**config.mk**
```make
export PLATFORM = sky130hd
export DESIGN_NAME = generic_slave_spi
export DESIGN_NICKNAME = d
export VERILOG_FILES = /design/src/rtl/generic_slave_spi.sv
export SDC_FILE = /design/constraint.sdc
export NUM_CORES = 1
export LEC_CHECK = 0
export ABC_AREA = 1
export CORE_MARGIN = 2
export CORE_UTILIZATION = 55
export CTS_CLUSTER_SIZE = 40
export DETAILED_ROUTE_END_ITERATION = 8
export PLACE_DENSITY = 0.79
export SETUP_SLACK_MARGIN = 0.2
export SLEW_MARGIN = 20
export SYNTH_ARGS = -nofsm -noshare
export SYNTH_HDL_FRONTEND = slang
export SYNTH_SLANG_ARGS = --single-unit
```
**constraint.sdc**
```tcl
create_clock -name clk -period 2.1 [get_ports clk]
set_input_delay 0.42 -clock clk [delete_from_list [all_inputs] [get_ports clk]]
set_output_delay 0.42 -clock clk [all_outputs]
set_load 0.01 [all_outputs]
```
**src/rtl/generic_slave_spi.sv**
```systemverilog
`default_nettype none
// ============================================================================
// Module   : generic_slave_spi
// Brief    : SPI slave running in the system clock domain. SCLK/SS/MOSI are
//            oversampled through 2-FF synchronizers; full-duplex words in all
//            four CPOL/CPHA modes, selectable bit order, valid/ready transmit
//            shadow register and single-cycle receive strobe.
// Revision : 1.0 - initial release
// ============================================================================
module generic_slave_spi #(
    parameter int unsigned        WordLen  = 8,
    parameter logic [WordLen-1:0] IdleWord = '0
) (
    input  logic               clk,
    input  logic               reset,
    input  logic               CPOL,
    input  logic               CPHA,
    input  logic               BitOrder,
    input  logic               SCLK,
    input  logic               SS,
    input  logic               MOSI,
    output logic               MISO,
    output logic               MISOEn,
    input  logic [WordLen-1:0] TxData,
    input  logic               TxValid,
    output logic               TxReady,
    output logic [WordLen-1:0] RxData,
    output logic               RxValid,
    output logic               TxUnderrun,
    output logic               Busy
);

    localparam int unsigned      CNT_W    = $clog2(WordLen);
    localparam logic [CNT_W-1:0] LAST_BIT = CNT_W'(WordLen - 1);

    typedef enum logic [1:0] {
        ST_IDLE   = 2'd0,
        ST_LOAD   = 2'd1,
        ST_ACTIVE = 2'd2
    } state_e;

    logic               sclk_meta_q, sclk_sync_q, sclk_dly_q;
    logic               ss_meta_q, ss_sync_q;
    logic               mosi_meta_q, mosi_sync_q;
    logic               cpol_q, cpha_q, lsb_first_q;
    logic [WordLen-1:0] shadow_q;
    logic               shadow_full_q;
    state_e             state_q;
    logic [CNT_W-1:0]   bit_cnt_q;
    logic               fresh_q;
    logic [WordLen-1:0] tx_shift_q, rx_shift_q;
    logic               miso_q, miso_en_q, underrun_q;
    logic               rx_done_q, rx_valid_q;
    logic [WordLen-1:0] rx_data_q;

    logic               sclk_edge, lead_edge, trail_edge, sample_edge, shift_edge;
    logic               reload, word_start, last_sample, tx_hs;
    logic [WordLen-1:0] load_word_d, tx_shift_d, rx_shift_d;

    // SCLK edge classification relative to the frozen idle level
    assign sclk_edge   = sclk_sync_q ^ sclk_dly_q;
    assign lead_edge   = sclk_edge & (sclk_dly_q == cpol_q);
    assign trail_edge  = sclk_edge & (sclk_sync_q == cpol_q);
    assign sample_edge = cpha_q ? trail_edge : lead_edge;
    assign shift_edge  = cpha_q ? lead_edge : trail_edge;

    // A shift edge at a word boundary that is not the already-presented first
    // bit starts the next back-to-back word.
    assign reload      = (state_q == ST_ACTIVE) & ~ss_sync_q & shift_edge &
                         (bit_cnt_q == '0) & ~fresh_q;
    assign word_start  = ((state_q == ST_LOAD) & ~ss_sync_q) | reload;
    assign last_sample = (state_q == ST_ACTIVE) & sample_edge & (bit_cnt_q == LAST_BIT);
    assign tx_hs       = TxValid & ~shadow_full_q;

    assign load_word_d = shadow_full_q ? shadow_q : IdleWord;
    assign tx_shift_d  = lsb_first_q ? (tx_shift_q >> 1) : (tx_shift_q << 1);
    assign rx_shift_d  = lsb_first_q ? {mosi_sync_q, rx_shift_q[WordLen-1:1]}
                                     : {rx_shift_q[WordLen-2:0], mosi_sync_q};

    // Input synchronizers; SS resets to the deasserted level so Busy reads 0
    always_ff @(posedge clk or negedge reset) begin
        if (!reset) begin
            sclk_meta_q <= 1'b0;
            sclk_sync_q <= 1'b0;
            sclk_dly_q  <= 1'b0;
            ss_meta_q   <= 1'b1;
            ss_sync_q   <= 1'b1;
            mosi_meta_q <= 1'b0;
            mosi_sync_q <= 1'b0;
        end else begin
            sclk_meta_q <= SCLK;
            sclk_sync_q <= sclk_meta_q;
            sclk_dly_q  <= sclk_sync_q;
            ss_meta_q   <= SS;
            ss_sync_q   <= ss_meta_q;
            mosi_meta_q <= MOSI;
            mosi_sync_q <= mosi_meta_q;
        end
    end

    // Mode configuration tracks the inputs only while deselected
    always_ff @(posedge clk or negedge reset) begin
        if (!reset) begin
            cpol_q      <= 1'b0;
            cpha_q      <= 1'b0;
            lsb_first_q <= 1'b0;
        end else if (ss_sync_q) begin
            cpol_q      <= CPOL;
            cpha_q      <= CPHA;
            lsb_first_q <= BitOrder;
        end
    end

    // Transmit shadow: filled by handshake, drained at each word start
    always_ff @(posedge clk or negedge reset) begin
        if (!reset) begin
            shadow_q      <= '0;
            shadow_full_q <= 1'b0;
        end else begin
            if (tx_hs) begin
                shadow_q <= TxData;
            end
            shadow_full_q <= tx_hs | (shadow_full_q & ~word_start);
        end
    end

    // Transfer FSM: word load, bit sampling/shifting, SS-driven abort
    always_ff @(posedge clk or negedge reset) begin
        if (!reset) begin
            state_q    <= ST_IDLE;
            bit_cnt_q  <= '0;
            fresh_q    <= 1'b0;
            tx_shift_q <= '0;
            rx_shift_q <= '0;
            miso_q     <= 1'b0;
            miso_en_q  <= 1'b0;
            underrun_q <= 1'b0;
        end else begin
            underrun_q <= 1'b0;
            case (state_q)
                ST_IDLE: begin
                    miso_en_q <= 1'b0;
                    bit_cnt_q <= '0;
                    fresh_q   <= 1'b0;
                    if (!ss_sync_q) begin
                        state_q <= ST_LOAD;
                    end
                end
                ST_LOAD: begin
                    if (ss_sync_q) begin
                        state_q   <= ST_IDLE;
                        miso_en_q <= 1'b0;
                    end else begin
                        tx_shift_q <= load_word_d;
                        miso_q     <= lsb_first_q ? load_word_d[0] : load_word_d[WordLen-1];
                        underrun_q <= ~shadow_full_q;
                        miso_en_q  <= 1'b1;
                        fresh_q    <= 1'b1;
                        bit_cnt_q  <= '0;
                        state_q    <= ST_ACTIVE;
                    end
                end
                ST_ACTIVE: begin
                    if (sample_edge) begin
                        rx_shift_q <= rx_shift_d;
                        bit_cnt_q  <= (bit_cnt_q == LAST_BIT) ? '0 : bit_cnt_q + CNT_W'(1);
                    end
                    if (shift_edge) begin
                        fresh_q <= 1'b0;
                        if (reload) begin
                            tx_shift_q <= load_word_d;
                            miso_q     <= lsb_first_q ? load_word_d[0] : load_word_d[WordLen-1];
                            underrun_q <= ~shadow_full_q;
                        end else if (bit_cnt_q != '0) begin
                            tx_shift_q <= tx_shift_d;
                            miso_q     <= lsb_first_q ? tx_shift_d[0] : tx_shift_d[WordLen-1];
                        end
                    end
                    if (ss_sync_q) begin
                        state_q   <= ST_IDLE;
                        bit_cnt_q <= '0;
                        miso_en_q <= 1'b0;
                        fresh_q   <= 1'b0;
                    end
                end
                default: state_q <= ST_IDLE;
            endcase
        end
    end

    // Completed word is published one clock after its final sample edge
    always_ff @(posedge clk or negedge reset) begin
        if (!reset) begin
            rx_done_q  <= 1'b0;
            rx_valid_q <= 1'b0;
            rx_data_q  <= '0;
        end else begin
            rx_done_q  <= last_sample;
            rx_valid_q <= rx_done_q;
            if (rx_done_q) begin
                rx_data_q <= rx_shift_q;
            end
        end
    end

    assign MISO       = miso_q;
    assign MISOEn     = miso_en_q;
    assign TxReady    = ~shadow_full_q;
    assign RxData     = rx_data_q;
    assign RxValid    = rx_valid_q;
    assign TxUnderrun = underrun_q;
    assign Busy       = ~ss_sync_q;

endmodule

`default_nettype wire

```
==> reports/metrics.yaml, run 1 <==
status: "completed"
design.die.area_sq_mm: 0.00515
count_of_maximum_capacitance_violations: 0
netlist.top_cell.by_area: "sky130_fd_sc_hd__dfrtp_1"
groute.usage.overall_pct: 20.9
syn_to_final_growth_pct: 16.9
drtIter0Drc: 142
final_hold_viol_count: 0
final_layout_size_suffix_gt1_share_pct: 10.2
synthDistinctLibCells: 25
placeableCoreArea_sq_mm: 0.00438
maxClockFrequency_ghz: 0.540
cp.required_ps: 1680
tritoncts: "done"
drc: 0
die-width_um: 71.8
antennaDiodeCount: 0
num_rows: 24
vias_per_cell: 5.19
max-vdd-ir-drop_mv: 0.740
syn-mean-instance-area_sq_um: 8.66
grt_first_pass_wirelength_um: 8400
grt_remaining_overflow: 0
grt_antenna_before_repair: 0
async_reset_ff_share_pct: 100
setup_viol: 0
crit_path_largest_cell_delay_ps: 540
timing.clock.skew_ps: 8.34
drt_first_pass_iters: 4
die_h_um: 71.8
design.final.nets: 347
hpwl_um: 3290
synth.yosys.seq_area_share_pct: 53.6
vias: 1953
cts.clk_slew.worst_paths_ps: 90
timing.hold.worst.class: "primary input to asynchronous set/reset pin"
tritoncts.num_buffers: 5
drt.antenna.violating_nets: 0
post_cts_hold_buffer_count: 0
period_needed_ps: 1850
synth.cell_area_sq_mm: 0.00253
grt_max_degree: 55
critical_path.cell_chain: "inv_1, clkdlybuf4s50_1"
gp_congestion: 0.847
clockRootBuffer: "sky130_fd_sc_hd__clkbuf_8"
floorplan.io_pins: 31
synth_ff_type: "sky130_fd_sc_hd__dfrtp_1"
synth.ff_latch_count: 54
p_total_w: 0.00327
max-clock-path-buffers: 2
synth_fp_nets: 316
wl_um: 4590
final_max_slew_viol_count: 0
clock_insertion_delay_worst_skew_ps: 310
setup_total_negative_slack_ps: 0
crit_path_top_delay_cell: "sky130_fd_sc_hd__clkdlybuf4s50_1"
setup.worst_path.start_class: "register"
crit_fanout: 9
vias_in_the_first_global_route: 1907
post_synth_inst_count: 292
post_drt_wl_per_cell_um: 12.2
initial_standard_cell_utilization_of_the_core_pct: 57.6
tritoncts_num_sinks: 54
rsz0062_at_grt: "false"
dpl_worst_slack_ps: 366
layout_setup_ws_ps: 247
max-slew-margin-rel_pct: 56.0
synth_top_cells_by_area: "sky130_fd_sc_hd__dfrtp_1, sky130_fd_sc_hd__nand2_1, sky130_fd_sc_hd__inv_1"
synth_top_cell_area_share_pct: 51.5
worst_ep_arrival_time_ps: 1430
final.period_utilization_pct: 88.2
static-leakage-power_nw: 1.52
h-tree-depth: 2
yosysWarningCount: 0
critical_path_class: "register to primary output"
io_buffers: 30
tightest_slew_ps: 660
synth-edff-count: 0
worstSetupEndpointType: "primary output"
power.density_cell_area_mw_per_mm2: 1110
-- critical path, delay by kind of cell, from the launching register on --
family	cells	cell delay, ps
DFF	1	470
buffers and inverters	2	660
-- sequential cells by signal (all words and copies together) (netlist names) --
| register | count |
|---|---|
| TxUnderrun | 1 |
| shadow_full_q | 1 |
| state_q | 2 |
| MISO | 1 |
| rx_shift_q | 8 |
| shadow_q | 8 |
| fresh_q | 1 |
| tx_shift_q | 8 |
| sclk_meta_q | 1 |
| ss_sync_q | 1 |
| rx_done_q | 1 |
| ss_meta_q | 1 |
| RxData | 8 |
| cpol_q | 1 |
| MISOEn | 1 |
| cpha_q | 1 |
| sclk_dly_q | 1 |
| lsb_first_q | 1 |
| mosi_meta_q | 1 |
| RxValid | 1 |
| mosi_sync_q | 1 |
| sclk_sync_q | 1 |
| bit_cnt_q | 3 |
-- Yosys cell counts, types with 2 or more instances --
master and instances:
sky130_fd_sc_hd__o21ai_2 2, sky130_fd_sc_hd__buf_6 2, sky130_fd_sc_hd__nand3_1 19, sky130_fd_sc_hd__mux2_2 8, sky130_fd_sc_hd__a21oi_1 13, sky130_fd_sc_hd__inv_1 33, sky130_fd_sc_hd__nor2_1 11, sky130_fd_sc_hd__clkbuf_1 3
sky130_fd_sc_hd__nand2_1 96, sky130_fd_sc_hd__dfrtp_1 52, sky130_fd_sc_hd__dfstp_2 2, sky130_fd_sc_hd__o21ai_0 22, sky130_fd_sc_hd__buf_2 4, sky130_fd_sc_hd__o211ai_1 8, sky130_fd_sc_hd__ha_1 7
-- per-layer routing --
layer | vias up | share of wire [%] | track usage, %
met5 | - | 0 | 0
met4 | 0 | 1.4 | 7.55
met3 | 7 | 4.3 | 5.34
met2 | 39 | 48 | 33.4
met1 | 924 | 46 | 27.8
li1 | 983 | - | -
-- path summary, 6_finish.rpt --
check	start	to	slack, ps	cells after the start
min reg2reg	mosi_meta_q$_DFF_PN0_	mosi_sync_q$_DFF_PN0_	350	0
max	shadow_full_q$_DFF_PN0_	TxReady	250	2
min in group clk	mosi_meta_q$_DFF_PN0_	mosi_sync_q$_DFF_PN0_	350	0
max reg2reg	bit_cnt_q[0]$_DFFE_PN0P_	tx_shift_q[5]$_DFFE_PN0P_	410	13
max in group asynchronous	reset	shadow_full_q$_DFF_PN0_	1390	2
min	reset	RxData[3]$_DFFE_PN0P_	210	2
-- cell families after synthesis --
family	Yosys count	synth area share (%)
compound gates	45	10.0
fa+ha+maj	7	3.47
buf+inv	46	7.87
flops	54	53.6
mux	8	3.56
simple gates	132	21.5
-- cell usage in the layout, fill, tap and decap left out, types with 2 or more instances in the layout --
cell                              count
sky130_fd_sc_hd__clkdlybuf4s50_1     29
sky130_fd_sc_hd__clkbuf_8             6
sky130_fd_sc_hd__inv_1               33
sky130_fd_sc_hd__nand2_1             95
sky130_fd_sc_hd__dfrtp_1             51
sky130_fd_sc_hd__nor2_1              11
sky130_fd_sc_hd__o211ai_1             8
sky130_fd_sc_hd__o21ai_2              2
sky130_fd_sc_hd__o21ai_0             22
sky130_fd_sc_hd__nand2_2              2
sky130_fd_sc_hd__mux2_2               8
sky130_fd_sc_hd__nand3_1             19
sky130_fd_sc_hd__a21oi_1             13
sky130_fd_sc_hd__ha_1                 7
sky130_fd_sc_hd__dfstp_2              2
sky130_fd_sc_hd__buf_4                5
-- repair_timing --
action | CTS | global route
setup endpoints to repair | 1 | 9
setup buffers | 1 | 0
gates resized for setup | 0 | 2
-- where the power goes --
| group | internal [W] | total, W | switching [W] |
|---|---|---|---|
| registers | 0.00132 | 0.00149 | 0.000169 |
| logic | 0.000469 | 0.00119 | 0.000717 |
| clock network | 0.000267 | 0.000586 | 0.000320 |
-- final cells by class --
| class | count | area [sq um] |
|---|---|---|
| Multi-Input combinational cell | 192 | 977 |
| Clock buffer | 7 | 86.3 |
| Sequential cell | 54 | 1360 |
| Inverter | 35 | 134 |
| Fill cell | 377 | 1430 |
| Timing Repair Buffer | 35 | 333 |
| Clock inverter | 1 | 5.00 |
| Tap cell | 52 | 65.1 |
-- metrics by stage --
step | instances | cell area (sq um) | util (%) | hold slack, ps
detailed placement | 367 | 2850 | 65.1 | 338
floorplan | 292 | 2530 | - | 124
CTS | 376 | 2950 | 67.3 | 250
global placement | 367 | 2850 | 65.1 | 334
global route | 376 | 2960 | 67.4 | 281
finish | 376 | 2960 | 67.4 | 209
(Power assumes the default switching activity.)
==> inputs of run 2 (changes only) <==
Settings changed: SETUP_SLACK_MARGIN 0.2 to unset.
==> run 2 against run 1 <==
- worst setup slack worse by 55 ps
- sequential power about the same
- utilization shrank 0.26 points
- wire length grew 0.22%
- count of clock-buffer cells in the layout unchanged
- combinational power about the same
- largest power group unchanged
- highest routed layer unchanged
==> reports/metrics.yaml, run 2 (same netlist as run 1, synthesis figures left out) <==
setup.worst_path.start_class: "register"
drt.antenna.violating_nets: 0  # unchanged
cp.required_ps: 1680  # about the same
num_rows: 24  # unchanged
grt_first_pass_wirelength_um: 8390  # -0.17%
antennaDiodeCount: 0  # unchanged
syn_to_final_growth_pct: 16.5
cellInternalPower_w: 0.00205  # -0.37%
timing.hold.worst.class: "primary input to asynchronous set/reset pin"
gp_congestion: 0.847  # unchanged
crit_fanout: 10  # +1
drt_first_pass_iters: 4  # unchanged
setup_viol: 0  # unchanged
tritoncts_num_sinks: 54  # unchanged
max-slew-margin-rel_pct: 56.1  # +0.12 points
maxClockFrequency_ghz: 0.524  # -2.9%
die_h_um: 71.8  # unchanged
power.density_cell_area_mw_per_mm2: 1110  # about the same
hpwl_um: 3290  # unchanged
grt_max_degree: 55  # unchanged
seqPwrFrac_pct: 45.9  # +0.2 points
static-leakage-power_nw: 1.51  # -0.27%
worstRegToRegCells: 12  # -1
design.final.nets: 346  # -0.29%
clock_insertion_delay_worst_skew_ps: 310  # about the same
layout_common_cells: "sky130_fd_sc_hd__nand2_1, sky130_fd_sc_hd__dfrtp_1, sky130_fd_sc_hd__inv_1, sky130_fd_sc_hd__clkdlybuf4s50_1, sky130_fd_sc_hd__o21ai_0"
r2r_slack_ps: 320  # -90 ps
tightest_slew_ps: 658  # -1.82 ps
final_max_slew_viol_count: 0  # unchanged
setup_total_negative_slack_ps: 0  # unchanged
mostFrequentLayoutCell: "sky130_fd_sc_hd__nand2_1"
final_layout_size_suffix_gt1_share_pct: 9.29  # -0.90 points
clock_network_fraction_of_design_power_pct: 18.0  # about the same
groute.usage.overall_pct: 20.9  # -0.030 points
placeableCoreArea_sq_mm: 0.00438  # unchanged
post_cts.repair.setup_buffers: 0  # -1
comb_power_share_pct: 36.1  # -0.2 points
post_cts_hold_buffer_count: 0  # unchanged
critical_path_class: "register to primary output"
post_drt_wl_per_cell_um: 12.3  # +0.48%
vias_per_cell: 5.21  # +0.27%
period_needed_ps: 1910  # +55.3 ps
max-clock-path-buffers: 2  # unchanged
die-width_um: 71.8  # unchanged
total_switching_power_w: 0.00120  # -0.15%
grt_remaining_overflow: 0  # unchanged
io_buffers: 30  # unchanged
rsz0062_at_grt: "false"
max-vdd-ir-drop_mv: 0.740  # about the same
vias: 1953  # unchanged
netSwitchingFraction_pct: 37.0  # +0.052 points
cts.clk_slew.worst_paths_ps: 90  # about the same
status: "completed"
worst_ep_arrival_time_ps: 1490  # +60 ps
drc: 0  # unchanged
final_core_util_pct: 67.2  # -0.26 points
regToRegStartpoint: "bit_cnt_q[0]$_DFFE_PN0P_"
clockRootBuffer: "sky130_fd_sc_hd__clkbuf_8"
worstSetupEndpointType: "primary output"
vias_in_the_first_global_route: 1904  # -0.16%
ctsResizeCount: 0  # unchanged
floorplan.io_pins: 31  # unchanged
tritoncts.num_buffers: 5  # unchanged
final_hold_viol_count: 0  # unchanged
drtIter0Drc: 178  # +25%
h-tree-depth: 2  # unchanged
count_of_maximum_capacitance_violations: 0  # unchanged
reg2reg_to: "tx_shift_q[5]$_DFFE_PN0P_"
initial_standard_cell_utilization_of_the_core_pct: 57.6  # unchanged
timing.clock.skew_ps: 8.38  # +0.0431 ps
grt_antenna_before_repair: 0  # unchanged
fin_hold_ws_ps: 208  # -0.528 ps
wl_um: 4600  # +0.22%
design.die.area_sq_mm: 0.00515  # unchanged
final.period_utilization_pct: 90.9  # +2.6 points
tritoncts: "done"
-- run 2: how the worst max path moves through the flow --
stage                                            to  slack [ps]  cells past startpoint                      from
after floorplan                    MISO$_DFFE_PN0P_         620                     10    state_q[0]$_DFFE_PN0P_
after global placement    tx_shift_q[7]$_DFFE_PN0P_         430                     12  bit_cnt_q[0]$_DFFE_PN0P_
after detailed placement  tx_shift_q[5]$_DFFE_PN0P_         370                     12  bit_cnt_q[0]$_DFFE_PN0P_
after CTS                                      Busy         180                      2       ss_sync_q$_DFF_PN1_
after global routing      tx_shift_q[5]$_DFFE_PN0P_         110                     12  bit_cnt_q[0]$_DFFE_PN0P_
final                                          Busy         190                      2       ss_sync_q$_DFF_PN1_
-- run 2: area by class of cell --
| class | instances | area (sq um) |
|---|---|---|
| fill | 380 | 1440 |
| clock inverter | 1 | 5.00 |
| multi-input combinational | 192 | 975 |
| tap | 52 | 65.1 |
| timing repair buffer | 34 | 325 |
| sequential | 54 | 1350 |
| inverter | 35 | 134 |
| clock buffer | 7 | 86.3 |
-- run 2: through the flow --
stage | total power (W) | instance area (sq um) | cells | setup WS, ps
6_report | 0.00326 | 2940 | 375 | 192
4_1_cts | 0.00328 | 2940 | 375 | 177
3_5_place_dp | 0.00268 | 2850 | 367 | 366
3_3_place_gp | 0.00264 | 2850 | 367 | 429
5_1_grt | 0.00356 | 2940 | 375 | 114
2_1_floorplan | 0.00238 | 2530 | 292 | 623
-- run 2: worst max-delay path, stage by stage, from the launching register on --
cell                              delay [ps]
sky130_fd_sc_hd__dfstp_2                 650
sky130_fd_sc_hd__inv_4                    50
sky130_fd_sc_hd__clkdlybuf4s50_1         490
-- run 2: per-layer routing --
metal,up-vias,wire [um],GRT usage (%)
li1,981,-,-
met1,922,2120,27.7
met2,43,2210,33.4
met3,7,210,5.34
met4,0,65,7.55
met5,-,0,0
-- run 2: power groups by stage --
stage          clock network, W  registers [W]  logic, W
3_3_place_gp                  0        0.00151   0.00114
3_5_place_dp                  0        0.00151   0.00117
6_report               0.000586        0.00149   0.00118
4_1_cts                0.000602        0.00149   0.00119
5_1_grt                0.000653        0.00153   0.00137
2_1_floorplan                 0        0.00146  0.000916
==> inputs of run 3 (changes only) <==
Settings changed: CELL_PAD_IN_SITES_DETAIL_PLACEMENT set to 2, CELL_PAD_IN_SITES_GLOBAL_PLACEMENT set to 2, CORE_UTILIZATION 55 to 33, PLACE_DENSITY 0.79 to unset, PLACE_DENSITY_LB_ADDON set to 0.1.
==> run 3 against run 2 <==
- sequential cell count unchanged
- clock power increased by 22%
- combinational power is 6% higher
- total power is 6.3% higher
- count of clock-buffer cells in the layout fell by 2
- critical path depth unchanged
- worst hold slack got worse by 130 ps
- design area rose by 3.4%
- utilization down 26 points
- clock skew up 5.2 ps
- fmax decreased by 1.3%
- critical endpoint is now TxReady
==> reports/metrics.yaml, run 3 (same netlist as run 1, synthesis figures left out) <==
placeableCoreArea_sq_mm: 0.00733  # +67%
cts.clk_slew.worst_paths_ps: 110  # +20 ps
design.final.nets: 348  # +0.58%
final_hold_viol_count: 0  # unchanged
detailed_place.area_sq_mm: 0.00293  # +2.6%
floorplan.io_pins: 31  # unchanged
tightest_slew_ps: 579  # -78.9 ps
drc: 0  # unchanged
gp_congestion: 0.747  # -12%
post_cts_hold_buffer_count: 0  # unchanged
grt_most_used_layer: "met2"
layout_common_cells: "sky130_fd_sc_hd__nand2_1, sky130_fd_sc_hd__dfrtp_1, sky130_fd_sc_hd__inv_1, sky130_fd_sc_hd__clkdlybuf4s50_1, sky130_fd_sc_hd__o21ai_0"
maxClockFrequency_ghz: 0.517  # -1.3%
wl_um: 6110  # +33%
drt.antenna.violating_nets: 0  # unchanged
mostFrequentLayoutCell: "sky130_fd_sc_hd__nand2_1"
drtIter0Drc: 96  # -46%
fillCellCount: 814  # +110%
globalRouteMet1Util_pct: 22.5  # -5.2 points
max-vdd-ir-drop_mv: 0.486  # -34%
num_rows: 31  # +29%
final_layout_size_suffix_gt1_share_pct: 10.5  # +1.2 points
global_route.usage.met3_pct: 3.15  # -2.2 points
count_of_maximum_capacitance_violations: 0  # unchanged
h-tree-depth: 2  # unchanged
grt_first_pass_wirelength_um: 10700  # +28%
initial_standard_cell_utilization_of_the_core_pct: 34.5  # -23 points
fin_hold_ws_ps: 82.9  # -125 ps
setup_viol: 0  # unchanged
drt_first_pass_iters: 4  # unchanged
antennaDiodeCount: 0  # unchanged
hpwl_um: 4590  # +40%
static-leakage-power_nw: 1.53  # +0.78%
gr-usage-met2_pct: 25.9  # -7.6 points
max-clock-path-buffers: 2  # unchanged
crit_fanout: 9  # -1
cp.required_ps: 1680  # about the same
grt_antenna_before_repair: 0  # unchanged
vias_per_cell: 4.63  # -11%
syn_to_final_growth_pct: 20.4
die-width_um: 91.5  # +27%
post_drt_wl_per_cell_um: 14.4  # +17%
timing.hold.worst.class: "primary input to asynchronous set/reset pin"
final.period_utilization_pct: 92.1  # +1.2 points
grt_max_degree: 25  # -55%
design.die.area_sq_mm: 0.00838  # +63%
critical_path_class: "register to primary output"
final_max_slew_viol_count: 0  # unchanged
vias: 1961  # +0.41%
timing.clock.skew_ps: 13.6  # +5.23 ps
worstSetupEndpointType: "primary output"
period_needed_ps: 1930  # +25.4 ps
status: "completed"
clock_insertion_delay_worst_skew_ps: 310  # about the same
setup_total_negative_slack_ps: 0  # unchanged
tritoncts.num_buffers: 5  # unchanged
power.density_cell_area_mw_per_mm2: 1140  # +2.9%
final_cell_area_sq_mm: 0.00304  # +3.4%
rsz0062_at_grt: "false"
worst_ep_arrival_time_ps: 1510  # +20 ps
groute.usage.overall_pct: 16.1  # -4.8 points
vias_in_the_first_global_route: 2141  # +12%
setup.worst_path.start_class: "register"
grt_remaining_overflow: 0  # unchanged
post_cts.repair.setup_buffers: 0  # unchanged
tritoncts_num_sinks: 54  # unchanged
die_h_um: 91.5  # +27%
clockRootBuffer: "sky130_fd_sc_hd__clkbuf_8"
max-slew-margin-rel_pct: 61.4  # +5.3 points
tritoncts: "done"
io_buffers: 30  # unchanged
-- run 3: worst paths after layout --
| path | from | endpoint | slack [ps] | depth (start not counted) |
|---|---|---|---|---|
| worst max-delay path | shadow_full_q$_DFF_PN0_ | TxReady | 170 | 2 |
| worst min-delay path | reset | RxData[7]$_DFFE_PN0P_ | 80 | 1 |
| worst max register to register | bit_cnt_q[0]$_DFFE_PN0P_ | tx_shift_q[1]$_DFFE_PN0P_ | 340 | 13 |
| worst min register to register | mosi_meta_q$_DFF_PN0_ | mosi_sync_q$_DFF_PN0_ | 360 | 0 |
| max in group asynchronous | reset | rx_done_q$_DFF_PN0_ | 1360 | 2 |
| min in group clk | mosi_meta_q$_DFF_PN0_ | mosi_sync_q$_DFF_PN0_ | 360 | 0 |
-- run 3: final cells by class --
cell class	instances	area, sq um	area share, %
Clock buffer	5	68.8	2.26
Clock inverter	3	45.0	1.48
Inverter	35	134	4.40
Multi-Input combinational cell	192	977	32.1
Sequential cell	54	1350	44.5
Tap cell	99	124	4.07
Timing Repair Buffer	36	340	11.2
-- run 3: worst max-delay path, cell delays in order, from the launching register on --
cell and delay, ps:
sky130_fd_sc_hd__dfrtp_1 500, sky130_fd_sc_hd__inv_1 160, sky130_fd_sc_hd__clkdlybuf4s50_1 560
-- run 3: repair_timing --
item,in CTS,in global routing
gates resized for setup,0,1
endpoints found under the hold margin,0,0
endpoints found under the setup margin,0,5
-- run 3: layer usage --
layer	part of all wire [%]	up-vias
met1	50	962
met3	1.5	2
li1	-	983
met5	0	-
met4	0.56	0
met2	48	14
-- run 3: power breakdown --
part           leakage (nW)  switching, W  internal, W
sequential            0.686      0.000175      0.00132
combinational         0.790      0.000782     0.000472
clock                0.0504      0.000357     0.000355
-- run 3: metrics by stage --
stage / utilization (%) / total power (W) / worst slack, ps / instances
final: 41.5 / 0.00346 / 166 / 424
after global routing: 41.5 / 0.00380 / 80.2 / 424
after CTS: 41.5 / 0.00352 / 145 / 424
after detailed placement: 39.9 / 0.00279 / 257 / 416
after global placement: 39.9 / 0.00274 / 287 / 416
after floorplan: - / 0.00238 / 623 / 292
